File: src/rtl/idu_pkg.sv
// ============================================================================
// Module : idu_pkg
// Brief  : Opcode table, one-hot type/pipe codes and decoded bundle for the
//          buffered decode stage.
// Rev    : 1.0  initial release
// ============================================================================
`default_nettype none

package idu_pkg;

  localparam int unsigned MAX_XLEN = 64;

  localparam logic [6:0] R_ALU64    = 7'b0110011;
  localparam logic [6:0] R_ALU32    = 7'b0111011;
  localparam logic [6:0] I_ALU64    = 7'b0010011;
  localparam logic [6:0] I_ALU32    = 7'b0011011;
  localparam logic [6:0] I_MEMLOAD  = 7'b0000011;
  localparam logic [6:0] I_ENV      = 7'b1110011;
  localparam logic [6:0] I_JALR     = 7'b1100111;
  localparam logic [6:0] S_MEMSTORE = 7'b0100011;
  localparam logic [6:0] B_BRANCH   = 7'b1100011;
  localparam logic [6:0] U_AUIPC    = 7'b0010111;
  localparam logic [6:0] U_LUI      = 7'b0110111;
  localparam logic [6:0] J_JAL      = 7'b1101111;

  localparam logic [5:0] TYPE_R = 6'b100000;
  localparam logic [5:0] TYPE_I = 6'b010000;
  localparam logic [5:0] TYPE_S = 6'b001000;
  localparam logic [5:0] TYPE_B = 6'b000100;
  localparam logic [5:0] TYPE_U = 6'b000010;
  localparam logic [5:0] TYPE_J = 6'b000001;

  localparam logic [4:0] PIPE_ALU = 5'b10000;
  localparam logic [4:0] PIPE_MXU = 5'b01000;
  localparam logic [4:0] PIPE_BJU = 5'b00100;
  localparam logic [4:0] PIPE_LSU = 5'b00010;
  localparam logic [4:0] PIPE_CP0 = 5'b00001;

  // pc/imm are carried at the widest XLEN; the top keeps the low XLEN bits
  typedef struct packed {
    logic [6:0]          opcode;
    logic [6:0]          funct7;
    logic [2:0]          funct3;
    logic [MAX_XLEN-1:0] pc;
    logic                src1_vld;
    logic [4:0]          src1;
    logic                src2_vld;
    logic [4:0]          src2;
    logic                dst_vld;
    logic [4:0]          dst;
    logic                imm_vld;
    logic [MAX_XLEN-1:0] imm;
    logic [5:0]          itype;
    logic [4:0]          pipe;
    logic                ras;
    logic                illegal;
  } dec_bundle_t;

endpackage

`default_nettype wire

File: src/rtl/idu_id_buf_if.sv
// ============================================================================
// Module : idu_id_buf_if
// Brief  : IFU-side handshake plus decode output slot of the decode stage.
// Rev    : 1.0  initial release
// ============================================================================
`default_nettype none

interface idu_id_buf_if #(
  parameter int XLEN  = 64,
  parameter int DEPTH = 4
);
  logic                         ifu_idu_id_inst_vld;
  logic [XLEN-1:0]              ifu_idu_id_inst_pc;
  logic [31:0]                  ifu_idu_id_inst;
  logic                         idu_ifu_id_rdy;
  logic                         decode_rdy;
  logic                         decode_vld;
  logic [6:0]                   decode_opcode;
  logic [6:0]                   decode_funct7;
  logic [2:0]                   decode_funct3;
  logic [XLEN-1:0]              decode_pc;
  logic                         decode_src1_vld;
  logic [4:0]                   decode_src1;
  logic                         decode_src2_vld;
  logic [4:0]                   decode_src2;
  logic                         decode_dst_vld;
  logic [4:0]                   decode_dst;
  logic                         decode_imm_vld;
  logic [XLEN-1:0]              decode_imm;
  logic [5:0]                   decode_type;
  logic [4:0]                   decode_pipe;
  logic                         decode_ras;
  logic                         decode_illegal;
  logic [$clog2(DEPTH+1)-1:0]   buf_cnt;
  logic                         iid_req;
  logic                         preg_req;

  modport master (
    output ifu_idu_id_inst_vld, ifu_idu_id_inst_pc, ifu_idu_id_inst, decode_rdy,
    input  idu_ifu_id_rdy, decode_vld, decode_opcode, decode_funct7, decode_funct3,
           decode_pc, decode_src1_vld, decode_src1, decode_src2_vld, decode_src2,
           decode_dst_vld, decode_dst, decode_imm_vld, decode_imm, decode_type,
           decode_pipe, decode_ras, decode_illegal, buf_cnt, iid_req, preg_req
  );

  modport slave (
    input  ifu_idu_id_inst_vld, ifu_idu_id_inst_pc, ifu_idu_id_inst, decode_rdy,
    output idu_ifu_id_rdy, decode_vld, decode_opcode, decode_funct7, decode_funct3,
           decode_pc, decode_src1_vld, decode_src1, decode_src2_vld, decode_src2,
           decode_dst_vld, decode_dst, decode_imm_vld, decode_imm, decode_type,
           decode_pipe, decode_ras, decode_illegal, buf_cnt, iid_req, preg_req
  );
endinterface

`default_nettype wire

File: src/rtl/idu_id_dec.sv
// ============================================================================
// Module : idu_id_dec
// Brief  : Combinational instruction decoder producing the decoded bundle.
// Rev    : 1.0  initial release
// ============================================================================
`default_nettype none

module idu_id_dec
  import idu_pkg::*;
#(
  parameter int XLEN = 64
) (
  input  logic [31:0]     inst,
  input  logic [XLEN-1:0] pc,
  output dec_bundle_t     dec
);

  localparam logic IS_RV32 = (XLEN == 32);

  logic [6:0]  opcode;
  logic [6:0]  funct7;
  logic [4:0]  rd;
  logic [4:0]  rs1;
  logic [4:0]  rs2;
  logic        funct7_ok;
  logic [63:0] imm_i;
  logic [63:0] imm_s;
  logic [63:0] imm_b;
  logic [63:0] imm_u;
  logic [63:0] imm_j;

  assign opcode    = inst[6:0];
  assign funct7    = inst[31:25];
  assign rd        = inst[11:7];
  assign rs1       = inst[19:15];
  assign rs2       = inst[24:20];
  assign funct7_ok = (funct7 == 7'b0000000) || (funct7 == 7'b0100000) ||
                     (funct7 == 7'b0000001);

  assign imm_i = {{52{inst[31]}}, inst[31:20]};
  assign imm_s = {{52{inst[31]}}, inst[31:25], inst[11:7]};
  assign imm_b = {{52{inst[31]}}, inst[7], inst[30:25], inst[11:8], 1'b0};
  assign imm_u = {{32{inst[31]}}, inst[31:12], 12'b0};
  assign imm_j = {{44{inst[31]}}, inst[19:12], inst[20], inst[30:21], 1'b0};

  always_comb begin
    dec              = '0;
    dec.opcode       = opcode;
    dec.funct7       = funct7;
    dec.funct3       = inst[14:12];
    dec.pc[XLEN-1:0] = pc;
    case (opcode)
      R_ALU64, R_ALU32: begin
        dec.itype    = TYPE_R;
        dec.src1_vld = 1'b1;
        dec.src1     = rs1;
        dec.src2_vld = 1'b1;
        dec.src2     = rs2;
        dec.dst      = rd;
        dec.pipe     = funct7[0] ? PIPE_MXU : PIPE_ALU;
        dec.illegal  = !funct7_ok || (IS_RV32 && (opcode == R_ALU32));
      end
      I_ALU64, I_ALU32, I_MEMLOAD, I_ENV, I_JALR: begin
        dec.itype    = TYPE_I;
        dec.src1_vld = 1'b1;
        dec.src1     = rs1;
        dec.dst      = rd;
        dec.imm_vld  = 1'b1;
        dec.imm      = imm_i;
        dec.ras      = (opcode == I_JALR);
        dec.illegal  = IS_RV32 && (opcode == I_ALU32);
        dec.pipe     = (opcode == I_MEMLOAD) ? PIPE_LSU :
                       (opcode == I_ENV)     ? PIPE_CP0 :
                       (opcode == I_JALR)    ? PIPE_BJU : PIPE_ALU;
      end
      S_MEMSTORE, B_BRANCH: begin
        dec.itype    = (opcode == S_MEMSTORE) ? TYPE_S : TYPE_B;
        dec.pipe     = (opcode == S_MEMSTORE) ? PIPE_LSU : PIPE_BJU;
        dec.src1_vld = 1'b1;
        dec.src1     = rs1;
        dec.src2_vld = 1'b1;
        dec.src2     = rs2;
        dec.imm_vld  = 1'b1;
        dec.imm      = (opcode == S_MEMSTORE) ? imm_s : imm_b;
      end
      U_AUIPC, U_LUI, J_JAL: begin
        dec.itype    = (opcode == J_JAL) ? TYPE_J : TYPE_U;
        dec.pipe     = (opcode == J_JAL) ? PIPE_BJU : PIPE_ALU;
        dec.ras      = (opcode == J_JAL);
        dec.dst      = rd;
        dec.imm_vld  = 1'b1;
        dec.imm      = (opcode == J_JAL) ? imm_j : imm_u;
      end
      default: dec.illegal = 1'b1;
    endcase
    dec.dst_vld = (dec.dst != 5'd0);
    // Illegal entries keep only raw fields and pc so the trap handler sees them
    if (dec.illegal) begin
      dec.itype    = '0;
      dec.pipe     = '0;
      dec.src1_vld = 1'b0;
      dec.src1     = '0;
      dec.src2_vld = 1'b0;
      dec.src2     = '0;
      dec.dst_vld  = 1'b0;
      dec.dst      = '0;
      dec.imm_vld  = 1'b0;
      dec.imm      = '0;
      dec.ras      = 1'b0;
    end
  end

endmodule

`default_nettype wire

File: src/rtl/idu_id_buf.sv
// ============================================================================
// Module : idu_id_buf
// Brief  : Buffered decode stage: DEPTH-entry FIFO feeding a registered slot.
// Rev    : 1.0  initial release
// ============================================================================
`default_nettype none

module idu_id_buf
  import idu_pkg::*;
#(
  parameter int XLEN  = 64,
  parameter int DEPTH = 4
) (
  input  logic        clk,
  input  logic        rst_clk,
  input  logic        rtu_global_flush,
  idu_id_buf_if.slave bus
);

  localparam int PW = $clog2(DEPTH);
  localparam int CW = $clog2(DEPTH+1);
  localparam logic [CW-1:0] FULL_CNT = CW'(DEPTH);

  logic [XLEN+31:0] mem [DEPTH];
  logic [PW-1:0]    wr_ptr;
  logic [PW-1:0]    rd_ptr;
  logic [CW-1:0]    cnt;
  logic             slot_vld;
  dec_bundle_t      slot;
  dec_bundle_t      dec_next;
  logic             in_rdy;
  logic             in_fire;
  logic             slot_free;
  logic             deq;
  logic             bypass;
  logic             enq;
  logic [31:0]      sel_inst;
  logic [XLEN-1:0]  sel_pc;

  assign in_rdy    = (cnt < FULL_CNT);
  assign in_fire   = bus.ifu_idu_id_inst_vld & in_rdy;
  assign slot_free = !slot_vld | bus.decode_rdy;
  assign deq       = slot_free & (cnt != '0);
  assign bypass    = slot_free & (cnt == '0) & in_fire;
  assign enq       = in_fire & !bypass;
  assign {sel_inst, sel_pc} = deq ? mem[rd_ptr]
                                  : {bus.ifu_idu_id_inst, bus.ifu_idu_id_inst_pc};

  idu_id_dec #(.XLEN(XLEN)) u_dec (
    .inst (sel_inst),
    .pc   (sel_pc),
    .dec  (dec_next)
  );

  always_ff @(posedge clk) begin
    if (enq && !rtu_global_flush) begin
      mem[wr_ptr] <= {bus.ifu_idu_id_inst, bus.ifu_idu_id_inst_pc};
    end
  end

  always_ff @(posedge clk or posedge rst_clk) begin
    if (rst_clk) begin
      wr_ptr <= '0;
      rd_ptr <= '0;
      cnt    <= '0;
    end else if (rtu_global_flush) begin
      wr_ptr <= '0;
      rd_ptr <= '0;
      cnt    <= '0;
    end else begin
      if (enq) wr_ptr <= wr_ptr + 1'b1;
      if (deq) rd_ptr <= rd_ptr + 1'b1;
      if (enq && !deq) begin
        cnt <= cnt + 1'b1;
      end else if (!enq && deq) begin
        cnt <= cnt - 1'b1;
      end
    end
  end

  // Flush wins over decode_rdy and wipes the slot contents, not just valid
  always_ff @(posedge clk or posedge rst_clk) begin
    if (rst_clk) begin
      slot_vld <= 1'b0;
      slot     <= '0;
    end else if (rtu_global_flush) begin
      slot_vld <= 1'b0;
      slot     <= '0;
    end else if (slot_free) begin
      slot_vld <= deq | bypass;
      if (deq || bypass) slot <= dec_next;
    end
  end

  assign bus.idu_ifu_id_rdy  = in_rdy;
  assign bus.decode_vld      = slot_vld;
  assign bus.decode_opcode   = slot.opcode;
  assign bus.decode_funct7   = slot.funct7;
  assign bus.decode_funct3   = slot.funct3;
  assign bus.decode_pc       = slot.pc[XLEN-1:0];
  assign bus.decode_src1_vld = slot.src1_vld;
  assign bus.decode_src1     = slot.src1;
  assign bus.decode_src2_vld = slot.src2_vld;
  assign bus.decode_src2     = slot.src2;
  assign bus.decode_dst_vld  = slot.dst_vld;
  assign bus.decode_dst      = slot.dst;
  assign bus.decode_imm_vld  = slot.imm_vld;
  assign bus.decode_imm      = slot.imm[XLEN-1:0];
  assign bus.decode_type     = slot.itype;
  assign bus.decode_pipe     = slot.pipe;
  assign bus.decode_ras      = slot.ras;
  assign bus.decode_illegal  = slot.illegal;
  assign bus.buf_cnt         = cnt;
  assign bus.iid_req         = slot_vld;
  assign bus.preg_req        = slot_vld & slot.dst_vld;

endmodule

`default_nettype wire

File: src/flat_wrapper.sv
// flat-port wrapper written by rule: the top's interface ports become plain ports
module idu_id_buf_flat import idu_pkg::*;
#(
  parameter int XLEN  = 64,
  parameter int DEPTH = 4
)
  (clk, rst_clk, rtu_global_flush, bus_ifu_idu_id_inst_vld, bus_ifu_idu_id_inst_pc, bus_ifu_idu_id_inst, bus_decode_rdy, bus_idu_ifu_id_rdy, bus_decode_vld, bus_decode_opcode, bus_decode_funct7, bus_decode_funct3, bus_decode_pc, bus_decode_src1_vld, bus_decode_src1, bus_decode_src2_vld, bus_decode_src2, bus_decode_dst_vld, bus_decode_dst, bus_decode_imm_vld, bus_decode_imm, bus_decode_type, bus_decode_pipe, bus_decode_ras, bus_decode_illegal, bus_buf_cnt, bus_iid_req, bus_preg_req);
  idu_id_buf_if #(.XLEN(XLEN), .DEPTH(DEPTH)) bus_i ();
  input  logic clk;
  input  logic rst_clk;
  input  logic rtu_global_flush;
  input wire logic [$bits(bus_i.ifu_idu_id_inst_vld)-1:0] bus_ifu_idu_id_inst_vld;
  input wire logic [$bits(bus_i.ifu_idu_id_inst_pc)-1:0] bus_ifu_idu_id_inst_pc;
  input wire logic [$bits(bus_i.ifu_idu_id_inst)-1:0] bus_ifu_idu_id_inst;
  input wire logic [$bits(bus_i.decode_rdy)-1:0] bus_decode_rdy;
  output wire logic [$bits(bus_i.idu_ifu_id_rdy)-1:0] bus_idu_ifu_id_rdy;
  output wire logic [$bits(bus_i.decode_vld)-1:0] bus_decode_vld;
  output wire logic [$bits(bus_i.decode_opcode)-1:0] bus_decode_opcode;
  output wire logic [$bits(bus_i.decode_funct7)-1:0] bus_decode_funct7;
  output wire logic [$bits(bus_i.decode_funct3)-1:0] bus_decode_funct3;
  output wire logic [$bits(bus_i.decode_pc)-1:0] bus_decode_pc;
  output wire logic [$bits(bus_i.decode_src1_vld)-1:0] bus_decode_src1_vld;
  output wire logic [$bits(bus_i.decode_src1)-1:0] bus_decode_src1;
  output wire logic [$bits(bus_i.decode_src2_vld)-1:0] bus_decode_src2_vld;
  output wire logic [$bits(bus_i.decode_src2)-1:0] bus_decode_src2;
  output wire logic [$bits(bus_i.decode_dst_vld)-1:0] bus_decode_dst_vld;
  output wire logic [$bits(bus_i.decode_dst)-1:0] bus_decode_dst;
  output wire logic [$bits(bus_i.decode_imm_vld)-1:0] bus_decode_imm_vld;
  output wire logic [$bits(bus_i.decode_imm)-1:0] bus_decode_imm;
  output wire logic [$bits(bus_i.decode_type)-1:0] bus_decode_type;
  output wire logic [$bits(bus_i.decode_pipe)-1:0] bus_decode_pipe;
  output wire logic [$bits(bus_i.decode_ras)-1:0] bus_decode_ras;
  output wire logic [$bits(bus_i.decode_illegal)-1:0] bus_decode_illegal;
  output wire logic [$bits(bus_i.buf_cnt)-1:0] bus_buf_cnt;
  output wire logic [$bits(bus_i.iid_req)-1:0] bus_iid_req;
  output wire logic [$bits(bus_i.preg_req)-1:0] bus_preg_req;
  assign bus_i.ifu_idu_id_inst_vld = bus_ifu_idu_id_inst_vld;
  assign bus_i.ifu_idu_id_inst_pc = bus_ifu_idu_id_inst_pc;
  assign bus_i.ifu_idu_id_inst = bus_ifu_idu_id_inst;
  assign bus_i.decode_rdy = bus_decode_rdy;
  assign bus_idu_ifu_id_rdy = bus_i.idu_ifu_id_rdy;
  assign bus_decode_vld = bus_i.decode_vld;
  assign bus_decode_opcode = bus_i.decode_opcode;
  assign bus_decode_funct7 = bus_i.decode_funct7;
  assign bus_decode_funct3 = bus_i.decode_funct3;
  assign bus_decode_pc = bus_i.decode_pc;
  assign bus_decode_src1_vld = bus_i.decode_src1_vld;
  assign bus_decode_src1 = bus_i.decode_src1;
  assign bus_decode_src2_vld = bus_i.decode_src2_vld;
  assign bus_decode_src2 = bus_i.decode_src2;
  assign bus_decode_dst_vld = bus_i.decode_dst_vld;
  assign bus_decode_dst = bus_i.decode_dst;
  assign bus_decode_imm_vld = bus_i.decode_imm_vld;
  assign bus_decode_imm = bus_i.decode_imm;
  assign bus_decode_type = bus_i.decode_type;
  assign bus_decode_pipe = bus_i.decode_pipe;
  assign bus_decode_ras = bus_i.decode_ras;
  assign bus_decode_illegal = bus_i.decode_illegal;
  assign bus_buf_cnt = bus_i.buf_cnt;
  assign bus_iid_req = bus_i.iid_req;
  assign bus_preg_req = bus_i.preg_req;
  idu_id_buf #(.XLEN(XLEN), .DEPTH(DEPTH)) u_core (.clk(clk), .rst_clk(rst_clk), .rtu_global_flush(rtu_global_flush), .bus(bus_i));
endmodule
File: config.mk
export PLATFORM = sky130hd
export DESIGN_NAME = idu_id_buf_flat
export DESIGN_NICKNAME = d
export VERILOG_FILES = /design/src/rtl/idu_pkg.sv /design/src/rtl/idu_id_buf_if.sv /design/src/rtl/idu_id_dec.sv /design/src/rtl/idu_id_buf.sv /design/src/flat_wrapper.sv
export SDC_FILE = /design/constraint.sdc
export NUM_CORES = 1
export LEC_CHECK = 0
export BUFFER_PORTS_ARGS = -buffer_cell sky130_fd_sc_hd__buf_2
export CORE_MARGIN = 3
export CORE_UTILIZATION = 62
export CTS_CLUSTER_DIAMETER = 80
export DETAILED_ROUTE_END_ITERATION = 16
export PLACE_DENSITY_LB_ADDON = 0.1
export SLEW_MARGIN = 0
export SYNTH_ARGS = -nofsm -noshare
export SYNTH_HDL_FRONTEND = slang
export SYNTH_SLANG_ARGS = --single-unit
File: constraint.sdc
create_clock -name clk -period 14.8 [get_ports clk]
set_input_delay 2.96 -clock clk [delete_from_list [all_inputs] [get_ports clk]]
set_output_delay 2.96 -clock clk [all_outputs]
set_load 0.01 [all_outputs]
### Word level (Yosys, flattened, before mapping)

Memory sizes are Yosys's and may differ from the RTL's.
Cells that the tools add are included.

| word-level totals | value |
|---|---|
| register bits | 185 |
| bits in writable memories | 384 |
| bits of input ports | 101 |
| output and inout port bits | 184 |
| word-level logic and storage cells | 111 |
| memories kept | 1 |

Memory list:

| name | depth | width | read ports | clocked after memory_dff | wr ports | RTL line | RTL |
|---|---|---|---|---|---|---|---|
| u_core.mem | 4 | 96 | 1 | 0 | 1 | idu_id_buf.sv:24 | `logic [XLEN+31:0] mem [DEPTH];` |

| operators by class | value |
|---|---|
| $add $sub $neg | 4 |
| order comparisons | 1 |
| eq/ne operators | 14 |
| multiplexer cells | 33 |
| bitwise logic cells | 8 |
| reductions and logical operators | 30 |

Operators by type and width:

| kind | count |
|---|---|
| 177-bit two-way mux | 3 |
| 65-bit case mux with 3 select lines | 1 |
| 96-bit two-way mux | 1 |
| 95-bit two-way mux | 1 |
| 11-bit case mux with 4 select lines | 1 |
| 7-bit by 6-bit equality test with 1-bit output (second input constant) | 5 |
| 31-bit two-way mux | 1 |
| 5-bit two-way mux | 6 |
| 7-bit equality test (second input constant) | 4 |
| 7-bit by 5-bit equality test with 1-bit output (second input constant) | 3 |
| 10-bit OR reduction | 2 |
| 12-bit two-way mux | 1 |
| 3-bit two-way mux | 4 |
| 6-bit two-way mux | 2 |
| 2-bit two-way mux | 5 |
| 9-bit OR reduction | 1 |
| 2-bit nonzero test | 4 |
| 7-bit by 1-bit equality test with 1-bit output (second input constant) | 1 |
| 7-bit by 2-bit equality test with 1-bit output (second input constant) | 1 |
| 7-bit logical NOT | 1 |
| 1-bit bitwise AND | 6 |
| 1-bit logical NOT | 6 |
| 3-bit nonzero test | 2 |
| 5-bit nonzero test | 1 |
| 16 further kinds | 27 |

### Longest topological paths before layout

Gate-level depths: netlist of the first run.

| logic depth | value |
|---|---|
| word-level depth | 13 |
| gate-level depth with buffers | 11 |

### By module

From an unflattened synthesis of the first run, not the netlist that was laid out.

| unflattened totals | value |
|---|---|
| cell total of the unflattened synthesis | 1689 |
| area, all modules | 24303.3 µm² |

Modules (own cells, without submodules):

| module | times used | cells each | area each (µm²) | seq. area each (µm²) |
|---|---|---|---|---|
| idu_id_buf | 1 | 1436 | 22584.2 | 16160.5 |
| idu_id_dec | 1 | 253 | 1719.1 | 0.0 |

### Worst setup path before layout of the first run

No wires, ideal clock.

| timing | value |
|---|---|
| path type | input-to-reg |
| start point | in bus_decode_rdy |
| end point | mem u_core.mem[0][0] in the netlist's numbering, enable pin |
| library setup time | 0.466 ns |
| arrival | 6.206 ns |
| data required time | 14.334 ns |
| slack | 8.128 ns |
| stages | 6 |
| buffers on the path | 2 |
| cells stage by stage | nand2b_1 -> clkbuf_1 -> clkbuf_1 -> a31oi_1 -> nor2b_1 -> and2_1 |

| on the way | value |
|---|---|
| cells in the longest elaborated chain, start to end | 8 |

RTL lines:

| what | RTL line | RTL |
|---|---|---|
| from (decl) | flat_wrapper.sv:15 | `input wire logic [$bits(bus_i.decode_rdy)-1:0] bus_decode_rdy;` |
| 1-bit bitwise OR | idu_id_buf.sv:42 | `assign slot_free = !slot_vld \| bus.decode_rdy;` |
| 1-bit bitwise AND (2 in series) | idu_id_buf.sv:44 | `assign bypass = slot_free & (cnt == '0) & in_fire;` |
| 1-bit logical NOT | idu_id_buf.sv:45 | `assign enq = in_fire & !bypass;` |
| 1-bit bitwise AND | idu_id_buf.sv:45 |  |
| 1-bit logical AND | idu_id_buf.sv:56 | `if (enq && !rtu_global_flush) begin` |
| 1-bit two-way mux | idu_id_buf.sv:56 |  |
| 1-bit two-way mux (not written as such) | idu_id_buf.sv:57 | `mem[wr_ptr] <= {bus.ifu_idu_id_inst, bus.ifu_idu_id_inst_pc};` |
| to (decl) | idu_id_buf.sv:24 |  |

No other way between the ends.

### Worst setup path in the final report of the first run

| timing | value |
|---|---|
| start point | in bus_decode_rdy |
| end point | reg u_core.slot, in the netlist u_core.bus.decode_type[3] |

| on the way | value |
|---|---|
| cells in the longest elaborated chain, start to end | 12 |

RTL lines:

| what | RTL line | RTL |
|---|---|---|
| 1-bit bitwise OR * | idu_id_buf.sv:42 |  |
| parallel branches: the longest is 11 deep, another holds 177-bit two-way mux | n/a |  |
| to (signal assigned) | idu_id_buf.sv:91 | `if (deq \|\| bypass) slot <= dec_next;` |
| to (decl) | idu_id_buf.sv:29 | `dec_bundle_t slot;` |

Every way passes the cells marked *. The select of a mux whose other input is x is not followed.
A chain may end at the register's enable or synchronous reset.

==> impl_results.md, run 1 <==
- Status: completed
- Sequential area share after synthesis: 0.707
- Main synth FF type: edfxtp_1
- Initial drt markers: 1,150
- Maximum VDD drop: 132 uV
- Post-synth EDFFs: 384
- Final Skew: 0.0180 ns
- Clock latency on the worst-skew pair: 0.56 ns
- Post-DP Area: 23,200 um^2
- Vias in the first global route: 13,100
- F_max: 0.161 GHz
- Initial Util: 0.638
- Cell internal pwr: 3.03 mW
- Final Critical Period: 6.19 ns
- Comb power frac: 0.303
- P&R area growth vs syn: 14.6%
- Sequential power share: 0.416
- Post-synthesis register bit count: 537
- DP Worst Slack: 8.10 ns
- Clock slew at reported path FFs: 0.06 ns
- GPL Wtd Cong: 0.857
- # hold bufs at CTS: 0
- Die Wd: 193 um
- Layout cells sized above 1: 0.292
- Most frequent cells in the layout: edfxtp_1 (384), buf_2 (283), nand2_1 (211), dfrtp_1 (151), nor2_1 (104)
- Critical Path Fanout Max: 80
- Sw Pwr: 1.55 mW
- Largest family of logic cells by synthesized area: multiplexers
- Final worst slack: 8.61 ns
- Largest net degree at the start of global routing: 84
- Die area: 37,300 um^2
- Post-CTS Setup Bufs: 0
- Pwr Total: 4.57 mW
- Setup tns final: 0 ns
- Hpwl dp: 30.3 mm
- Final ANT Viol Nets: 0
- GRT overflow: 0
- Via count: 13,100
- Unrepaired setup endpoints after global routing: false
- Cell area after layout: 24,900 um^2
- CTS Buf Count: 52
- CTS tree: done
- Cells after Synth: 1,390
- Die Ht: 193 um
- Clk buf depth: 3
- Nets@finish: 1,726
- I/O pin count: 285
- Max cap viols: 0
- WL final: 50.8 mm
- Synth cell types: 64
- Worst setup SP type: input pin
- Max transition margin: 0.222
- Post-synthesis mux area share: 0.107
- Adder-cell share of the synthesized area: 0.00369
- Pleak: 9.58 nW
- Final setup violation count: 0
- Hold slack final: 0.472 ns
- Measured slew at the worst slew-check pin: 1.17 ns
- First-pass GRT wire length: 77.4 mm
- TritonCTS Sinks: 537
- Yosys warns: 0
- Pre-antenna DRT Iters: 7
- Power Dens Cells: 184 nW/um^2
- Synth Area in Simple Gates: 0.0718
- Async set or reset register ratio after synthesis: 0.285
- Final hold vios: 0
- Avg Cell Area, Syn: 15.6 um^2
- CP required: 15.28 ns
- Post-cts repair resize count: 0
- Clock group share of total power: 0.281
- Max Slew Vio Count: 0
- Setup crit end kind: flop
- Compound-gate portion of the synthesized area: 0.0766
- Num rows: 67
- Post-DR vias/cell: 6.22
- Cell Area, Synth: 21,700 um^2
- CTS root buf: clkbuf_16
- Port Buffers: 284
- Initial antenna violation count: 6
- H-tree depth: 2
- Arrival time at the worst endpoint: 6.67 ns
- Tot GR Track Use: 0.275
- Synthesized Nets: 1,496
- DRC Markers: 0
- Hold Path Class: reg -> reg
- Post-route clock period utilization: 0.419
- Worst Path Class, Setup: in -> reg
- Synth Area in XOR/XNOR: 0.00161
- Most common cell after layout, fill and taps aside: edfxtp_1
- Sw Share: 0.339
- Drt wl/cell: 24.1 um
- Core area: 34,000 um^2
## final timing paths
path	start	to	slack (ns)	cells after the start
worst max register to register	u_core.rd_ptr[0]$_DFFE_PP0P_	u_core.bus.decode_type[3]$_DFFE_PP0P_	10.00	8
max in group asynchronous	rst_clk	u_core.bus.decode_src1[2]$_DFFE_PP0P_	10.72	3
worst min register to register	u_core.bus.decode_imm_vld$_DFFE_PP0P_	u_core.bus.decode_imm_vld$_DFFE_PP0P_	0.47	2
min in group asynchronous	rst_clk	u_core.bus.decode_pc[39]$_DFFE_PP0P_	2.63	2
worst min-delay path	u_core.bus.decode_imm_vld$_DFFE_PP0P_	u_core.bus.decode_imm_vld$_DFFE_PP0P_	0.47	2
worst max-delay path	bus_decode_rdy	u_core.bus.decode_type[3]$_DFFE_PP0P_	8.61	9
## cells by family after synthesis
group | Yosys count
DFF | 537
and+or+nand+nor | 376
AOI/OAI and AO/OA | 220
buffers and inverters | 136
muxes | 111
adders and majority gates | 6
xor gates and xnor gates | 4
## worst max-delay path: stages
cell	delay, ns
buf_2	0.11
nand2b_1	0.39
nand2_4	0.13
buf_4	0.85
mux2_2	0.56
nor3_1	0.22
o21ai_1	0.19
nor2b_1	0.93
a32o_1	0.30
## power groups by stage
| stage | Clock [mW] | Sequential (mW) | Combinational, mW |
|---|---|---|---|
| finish | 1.29 | 1.90 | 1.39 |
| global route | 1.37 | 1.92 | 1.51 |
| CTS | 1.30 | 1.90 | 1.38 |
| detailed placement | 0 | 1.93 | 1.38 |
| global placement | 0 | 1.92 | 1.36 |
| floorplan | 0 | 1.94 | 0.913 |
## synthesized netlist by cell type, types with 6 or more instances
master,n,area share
edfxtp_1,384,0.53
nand2_1,212,0.037
dfrtp_1,153,0.18
nor2_1,107,0.018
mux4_2,93,0.096
a311oi_1,68,0.027
clkbuf_1,62,0.011
o21ai_0,37,0.0085
buf_4,34,0.012
a22o_1,29,0.012
a21oi_1,21,0.0048
a211oi_1,18,0.0062
buf_2,16,0.0037
inv_1,13,0.0022
mux2i_1,13,0.0060
o21ai_1,11,0.0025
and2_1,10,0.0029
a32o_1,9,0.0041
nand3_1,8,0.0018
nor3_1,8,0.0018
buf_1,7,0.0012
nand4_1,6,0.0017
## state kept, by name, summed over array words and instances (netlist names), 2 cells and up
name,cells
u_core.bus.buf_cnt,3
u_core.bus.decode_dst,5
u_core.bus.decode_funct3,3
u_core.bus.decode_funct7,7
u_core.bus.decode_imm,32
u_core.bus.decode_opcode,7
u_core.bus.decode_pc,64
u_core.bus.decode_pipe,5
u_core.bus.decode_src1,5
u_core.bus.decode_src2,5
u_core.bus.decode_type,6
u_core.mem,384
u_core.rd_ptr,2
u_core.wr_ptr,2
## per-stage QoR
| step | std cells | utilization |
|---|---|---|
| detailed placement | 2014 | 0.682 |
| CTS | 2108 | 0.731 |
| global placement | 2014 | 0.682 |
| global route | 2110 | 0.731 |
| floorplan | 1390 | - |
| finish | 2110 | 0.731 |
## area by class of cell
type / instances / area [um^2]
clock buffers: 71 / 1440
flip-flops and latches: 537 / 15400
well taps: 448 / 561
fillers: 2178 / 9150
repair buffers: 299 / 1540
multi-input cells: 717 / 5700
clock inverters: 23 / 216
inverters: 13 / 53.8
diodes: 2 / 5.00
## per-layer routing
metal | up-vias | wire, um | global-route usage | share of wire
met5 | - | 39 | 0 | 0.00077
met4 | 8 | 1070 | 0.0732 | 0.021
met3 | 85 | 3930 | 0.0456 | 0.077
met2 | 594 | 24900 | 0.442 | 0.49
met1 | 6645 | 20900 | 0.403 | 0.41
li1 | 5785 | - | - | -
Power figures use the tool's default switching activity.
==> run 2: changes to the inputs <==
Settings changed: CORE_UTILIZATION 62 to 58.
Clock period 14.8 ns to 5.8 ns, I/O delays scaled along.
==> run 2 against run 1 <==
  * Count of clock-buffer cells in the layout grew 8
  * Combinational power rose to 2.5 times the previous value
  * Sequential power rose to 2.5 times the previous value
  * Global-route usage decreased by 1.5 points
  * Register-to-register slack worse by 8.0 ns
  * Wire length grew 0.82%
  * Non-clock buffer count increased by 2
  * Final area is 1.1% higher
  * Critical path type unchanged
==> impl_results.md, run 2 (synthesis results as in run 1) <==
- Status: completed
- Buffers & Inverters on Critical Path: 1
- Core area: 36,800 um^2
- TritonCTS Sinks: 537
- Hpwl dp: 30.7 mm
- # hold bufs at CTS: 0
- CTS Buf Count: 53
- Drt wl/cell: 23.9 um
- Measured slew at the worst slew-check pin: 1.01 ns
- Slowest-stage cell, CP: a21oi_1
- DRC Markers: 0
- WL final: 51.2 mm
- Die Ht: 199 um
- Top reg by flops: u_core.mem
- Post-cts repair resize count: 0
- Pre-antenna DRT Iters: 7
- Initial antenna violation count: 14
- Clock latency on the worst-skew pair: 0.59 ns
- Comb power frac: 0.296
- Via count: 13,100
- Vias in the first global route: 13,100
- Clock slew at reported path FFs: 0.06 ns
- Layout cells sized above 1: 0.295
- Clk buf depth: 3
- Setup crit end kind: flop
- Worst Path Class, Setup: in -> reg
- Max cap viols: 0
- Max transition margin: 0.327
- Post-CTS Setup Bufs: 0
- Num rows: 70
- Port Buffers: 284
- Hold Path Class: reg -> reg
- Initial Util: 0.590
- Nets@finish: 1,729
- Most common cell after layout, fill and taps aside: edfxtp_1
- GPL Wtd Cong: 0.847
- Post-DP Area: 23,300 um^2
- Setup tns final: 0 ns
- Maximum VDD drop: 348 uV
- Filler instances: 2,549
- Worst path cell trace: buf_2, nor2b_1, nor2_4, mux2i_1, o2111a_1, o21ai_1, a21oi_1, a22o_1
- Post-route clock period utilization: 0.666
- Final Critical Period: 3.86 ns
- Multi-input logic area: 5700 um^2
- Max incr delay on CP: 0.75 ns
- Power Dens Cells: 473 nW/um^2
- Final setup violation count: 0
- Arrival time at the worst endpoint: 4.38 ns
- Initial drt markers: 1,072
- Family with the most delay on the worst path: compound AO/OA/AOI/OAI gates
- Sequential power share: 0.407
- Unrepaired setup endpoints after global routing: false
- Final ANT Viol Nets: 0
- Cell internal pwr: 7.95 mW
- Most frequent cells in the layout: edfxtp_1 (384), buf_2 (283), nand2_1 (211), dfrtp_1 (151), nor2_1 (104)
- Clock group share of total power: 0.297
- Cell area after layout: 25,200 um^2
- Die area: 39,800 um^2
- Tot GR Track Use: 0.260
- GRT overflow: 0
- Sw Share: 0.332
- CP required: 6.31 ns
- Final Skew: 0.0124 ns
- Sw Pwr: 3.95 mW
- Critical Path Fanout Max: 12
- I/O pin count: 285
- F_max: 0.259 GHz
- Max Slew Vio Count: 0
- Final hold vios: 0
- P&R area growth vs syn: 15.9%
- Die Wd: 199 um
- Pleak: 9.69 nW
- H-tree depth: 2
- Post-DR vias/cell: 6.09
- Largest net degree at the start of global routing: 161
- First-pass GRT wire length: 78.4 mm
- Worst setup SP type: input pin
- Sequential Area: 15,400 um^2
- CTS root buf: clkbuf_16
- Max reg flops: 384
- CTS tree: done
run 2: cell count changes in the layout (fill, tap and decap cells not counted):
cell | previous run | this run
diode_2 | 2 | 9
clkbuf_16 | 53 | 55
clkinv_4 | 1 | 0
clkinvlp_4 | 2 | 1
bufinv_16 | 4 | 6
clkinv_1 | 9 | 10
buf_12 | 0 | 5
clkbuf_8 | 5 | 11
clkinv_2 | 6 | 2
buf_4 | 16 | 13
clkbuf_1 | 13 | 12
clkbuf_4 | 0 | 1
run 2: final timing paths:
| path | from | endpoint | slack [ns] | depth (start not counted) |
|---|---|---|---|---|
| setup reg to reg | u_core.bus.decode_vld$_DFFE_PP0P_ | u_core.bus.decode_imm[23]$_DFFE_PP0P_ | 2.01 | 7 |
| max in group asynchronous | rst_clk | u_core.bus.decode_funct7[4]$_DFFE_PP0P_ | 3.87 | 3 |
| min in group asynchronous | rst_clk | u_core.bus.decode_pc[21]$_DFFE_PP0P_ | 0.77 | 2 |
| hold reg to reg | u_core.bus.decode_type[5]$_DFFE_PP0P_ | u_core.bus.decode_type[5]$_DFFE_PP0P_ | 0.47 | 2 |
| setup / recovery | bus_decode_rdy | u_core.bus.decode_imm[23]$_DFFE_PP0P_ | 1.94 | 8 |
| hold / removal | u_core.bus.decode_type[5]$_DFFE_PP0P_ | u_core.bus.decode_type[5]$_DFFE_PP0P_ | 0.47 | 2 |
run 2: power by group through the flow:
stage	clock network [mW]	registers (mW)	logic, mW
6_report	3.54	4.84	3.52
3_5_place_dp	0	4.92	3.53
3_3_place_gp	0	4.90	3.52
2_1_floorplan	0	4.96	2.33
4_1_cts	3.60	4.85	3.55
5_1_grt	3.75	4.89	3.88
run 2: metrics by stage:
step                      power [mW]  worst slack, ns  hold slack [ns]  utilization  cells
after global routing            12.5             1.67            0.514        0.684   2141
after CTS                       12.0             2.01            0.479        0.684   2135
after detailed placement        8.45             1.39            0.465        0.634   2036
final                           11.9             1.94            0.471        0.684   2144
after global placement          8.42             1.50            0.457        0.634   2036
after floorplan                 7.29            0.519            0.515            -   1390
run 2: final cells by class:
cell class | count | share of cell area
well taps | 468 | 0.0233
clock inverters | 20 | 0.00969
flip-flops and latches | 537 | 0.611
diodes | 9 | 0.000895
repair buffers | 301 | 0.0641
multi-input cells | 717 | 0.227
inverters | 13 | 0.00214
clock buffers | 79 | 0.0628
run 2: tightest hold or removal path: cells and delay by family, from the launching register on:
family	cells	cell delay [ns]
DFF	1	0.34
and+or+nand+nor	2	0.10
run 2: metal layers:
layer / wire (um) / GRT usage / vias up
li1: - / - / 5819
met1: 21300 / 0.372 / 6616
met2: 24800 / 0.411 / 524
met3: 3850 / 0.0538 / 89
met4: 1230 / 0.0848 / 14
met5: 96 / 0 / -
